### src/rtl/ripple_carry_adder_2_stage.sv
// Two-stage pipelined ripple-carry adder: {cout,sum} = a + b + cin.
// The lower half is added in stage 1 and the upper half in stage 2, joined by a registered carry.

module RcaFullAdder (
    input  logic i_x,
    input  logic i_y,
    input  logic i_c,
    output logic o_s,
    output logic o_co
);

    assign o_s  = i_x ^ i_y ^ i_c;
    assign o_co = (i_x & i_y) | (i_c & (i_x ^ i_y));

endmodule

module ripple_carry_adder_2_stage #(
    parameter int WIDTH = 4
) (
    input  logic             clk,
    input  logic             rst,
    input  logic [WIDTH-1:0] a,
    input  logic [WIDTH-1:0] b,
    input  logic             cin,
    output logic [WIDTH-1:0] sum,
    output logic             cout
);

    localparam int LO_W = WIDTH / 2;
    localparam int HI_W = WIDTH - LO_W;

    logic [LO_W-1:0]  r_s1Lo;
    logic             r_s1C;
    logic [HI_W-1:0]  r_s1AHi;
    logic [HI_W-1:0]  r_s1BHi;
    logic [WIDTH-1:0] r_sum;
    logic             r_cout;

    logic [LO_W:0]    w_loCarry;
    logic [LO_W-1:0]  w_loSum;
    logic [HI_W:0]    w_hiCarry;
    logic [HI_W-1:0]  w_hiSum;

    assign w_loCarry[0] = cin;
    assign w_hiCarry[0] = r_s1C;

    for (genvar g = 0; g < LO_W; g++) begin : g_loChain
        RcaFullAdder uLoFa (
            .i_x  (a[g]),
            .i_y  (b[g]),
            .i_c  (w_loCarry[g]),
            .o_s  (w_loSum[g]),
            .o_co (w_loCarry[g+1])
        );
    end

    // The upper chain works on the operands captured alongside r_s1C, so its carry-in
    // always belongs to the same operand set.
    for (genvar g = 0; g < HI_W; g++) begin : g_hiChain
        RcaFullAdder uHiFa (
            .i_x  (r_s1AHi[g]),
            .i_y  (r_s1BHi[g]),
            .i_c  (w_hiCarry[g]),
            .o_s  (w_hiSum[g]),
            .o_co (w_hiCarry[g+1])
        );
    end

    // Stage 1: lower sum, lower carry, and the untouched upper operand halves.
    always_ff @(posedge clk or posedge rst) begin
        if (rst) begin
            r_s1Lo  <= '0;
            r_s1C   <= 1'b0;
            r_s1AHi <= '0;
            r_s1BHi <= '0;
        end else begin
            r_s1Lo  <= w_loSum;
            r_s1C   <= w_loCarry[LO_W];
            r_s1AHi <= a[WIDTH-1:LO_W];
            r_s1BHi <= b[WIDTH-1:LO_W];
        end
    end

    // Stage 2: merge the upper sum with the lower slice carried over from stage 1.
    always_ff @(posedge clk or posedge rst) begin
        if (rst) begin
            r_sum  <= '0;
            r_cout <= 1'b0;
        end else begin
            r_sum  <= {w_hiSum, r_s1Lo};
            r_cout <= w_hiCarry[HI_W];
        end
    end

    assign sum  = r_sum;
    assign cout = r_cout;

endmodule

### config.mk
export PLATFORM = sky130hd
export DESIGN_NAME = ripple_carry_adder_2_stage
export DESIGN_NICKNAME = d
export VERILOG_FILES = /design/src/rtl/ripple_carry_adder_2_stage.sv
export SDC_FILE = /design/constraint.sdc
export NUM_CORES = 1
export LEC_CHECK = 0
export ABC_AREA = 1
export CORE_AREA = 2 2 39 41
export DETAILED_ROUTE_END_ITERATION = 8
export DIE_AREA = 0 0 41 43
export PLACE_DENSITY = 0.73
export SYNTH_ARGS = -nofsm -noshare
export SYNTH_HDL_FRONTEND = slang
export SYNTH_SLANG_ARGS = --single-unit
### constraint.sdc
create_clock -name clk -period 2 [get_ports clk]
set_input_delay 0.3 -clock clk [delete_from_list [all_inputs] [get_ports clk]]
set_output_delay 0.3 -clock clk [all_outputs]
set_load 0.01 [all_outputs]
==> impl_metrics.ini <==
[grt]
grt_pass1_wl_um = 1104
grt_overflow_total = 0
grt_max_degree = 13
grt_pass1_vias = 311
antenna_found_initial = 0
track_usage = 0.09671

[sta]
fin_skew_ns = 0.001306
setup_viol_count_final = 0
tns_ns = 0
fmax_ghz = 0.6302
tightest_slew_ns = 0.4312
final-hold-violation-count = 0
period_share = 0.7934
rsz0062_at_grt = no
slew_viol_final = 0
min_period_ns = 1.587
slew_headroom = 0.7123
holdWs_ns = 0.3450

[floorplan]
row_count = 14
die_w_um = 41
io_pins = 16
coreArea_um2 = 1384
fp.dieArea_um2 = 1763
start_util = 0.3210
die_h_um = 43

[setup_path]
ff2ff_setup_slack_ns = 0.56
critPathCapture = r_s1Lo[1]
worstRegToRegCells = 4
regToRegStartpoint = r_s1C
startpoint = a[0]
cp-end-kind = register
startpoint_type = primary input
path_max_fanout = 1
worstPathRequired_ns = 2.15
crit_type = in2reg
cp.arrival_ns = 1.74
r2r-end = sum[3]

[outcome]
status = finished clean

[detailed_routing]
postRouteAntennaNets = 0
drc = 0
vias = 264
routed_wl_um = 520
dr.pass1.iters = 2
post_drt_wl_per_cell_um = 7.761
drt-vias-per-instance = 3.940
drtIter0Drc = 1

[pwr]
pwr-share-comb = 0.182
swShare = 0.2146
power_uw = 504.2
p_sw_uw = 108.2
power.leakage_uw = 0.0003321
clkPwrFrac = 0.266
power.share.sequential = 0.552
p_per_area_nw_per_um2 = 791.7
ir_worst_vdd_v = 0.0002785
p_int_uw = 396.0

[synth]
netlist.area_leader.share = 0.6761
ys_seq_area_frac = 0.6761
synth_top_area_cell = dfrtp_1
ys_ff_latch = 12
synth.top_cells.by_area = dfrtp_1 (68%), fa_1 (18%), inv_1 (14%)
syn_area_per_cell_um2 = 13.46
synth_cells = 33
synth.distinct_cells = 3
ys.warnings.count = 0
synthesis.area_um2 = 444.2
syn-num-nets = 48

[clock_tree]
cts.clk_slew.worst_paths_ns = 0.06
clockBufferDepth = 2
htree_levels = 1
cts_root_buffer = clkbuf_4
postCtsSetupBuffers = 0
clkLatencyLatePin_ns = 0.25
cts_hold_buf = 0
cts_resized = 0
cts_tree = yes
numCtsBuffers = 3
cts_sinks = 12

[finish]
final_common_cell = inv_1
diodes = 0
final_area_um2 = 636.9
final_cell_mix = inv_1 (17), clkdlybuf4s50_1 (15), dfrtp_1 (12)
synthToLayoutAreaGrowth_pct = 43.38
nNetsFinal = 68
layout.cells.non_filler = 67
drive_above_1_share = 0.05882

[placement]
placed_cell_area_um2 = 614.3
port-buffer-count = 15
gp_congestion = 0.5784
dp_cells = 64
hpwl_um = 458.7

[min_path]
hp-class = in2async

[flow_run]
drv_cap = 0
metal layers:
metal / vias up / GRT usage / part of all wire
li1: 121 / - / -
met1: 134 / 0.08362 / 0.33
met2: 9 / 0.1625 / 0.58
met3: 0 / 0.04712 / 0.090
met4: 0 / 0.06000 / 0
met5: - / 0 / 0
stage by stage:
| step | worst slack (ns) | util |
|---|---|---|
| 6_report | 0.4131 | 0.4602 |
| 2_1_floorplan | 0.6090 | - |
| 5_1_grt | 0.3260 | 0.4602 |
| 3_5_place_dp | 0.1361 | 0.4439 |
| 4_1_cts | 0.4146 | 0.4602 |
| 3_3_place_gp | 0.1412 | 0.4439 |
cell type report:
type / count / area, um2
Sequential cell: 12 / 300.3
Multi-Input combinational cell: 4 / 80.08
Tap cell: 16 / 20.02
Clock buffer: 3 / 22.52
Fill cell: 144 / 747.0
Timing Repair Buffer: 15 / 150.1
Inverter: 17 / 63.81
cell usage after synthesis:
cell type,instances
dfrtp_1,12
fa_1,4
inv_1,17
sequential cells by signal, indices dropped and copies added (netlist names):
register / count
cout: 1
r_s1BHi: 2
sum: 4
r_s1Lo: 2
r_s1C: 1
r_s1AHi: 2
kinds of logic after synthesis:
group,count (synthesis),synth area share
buf+inv,17,0.1437
flops,12,0.6761
fa+ha+maj,4,0.1803
worst min-delay path by stage:
stage                   start     end  cells after the start
floorplan                 rst    cout                      1
global placement    r_s1Lo[0]  sum[0]                      0
detailed placement  r_s1Lo[1]  sum[1]                      0
CTS                       rst    cout                      2
global route        r_s1Lo[1]  sum[1]                      0
finish                    rst  sum[3]                      2
power groups by stage:
stage,logic (uW),clock network (uW),registers [uW]
after floorplan,26.6,0,292
after global placement,90.7,0,282
after detailed placement,94.0,0,284
after CTS,94.2,141,279
after global routing,109,152,282
final,91.6,134,278
worst max-delay path, cell delays in order:
cell	delay, ns
clkdlybuf4s50_1	0.45
inv_1	0.05
fa_1	0.42
fa_1	0.48
inv_1	0.04
Note: power is estimated with default switching activity, not from simulation.
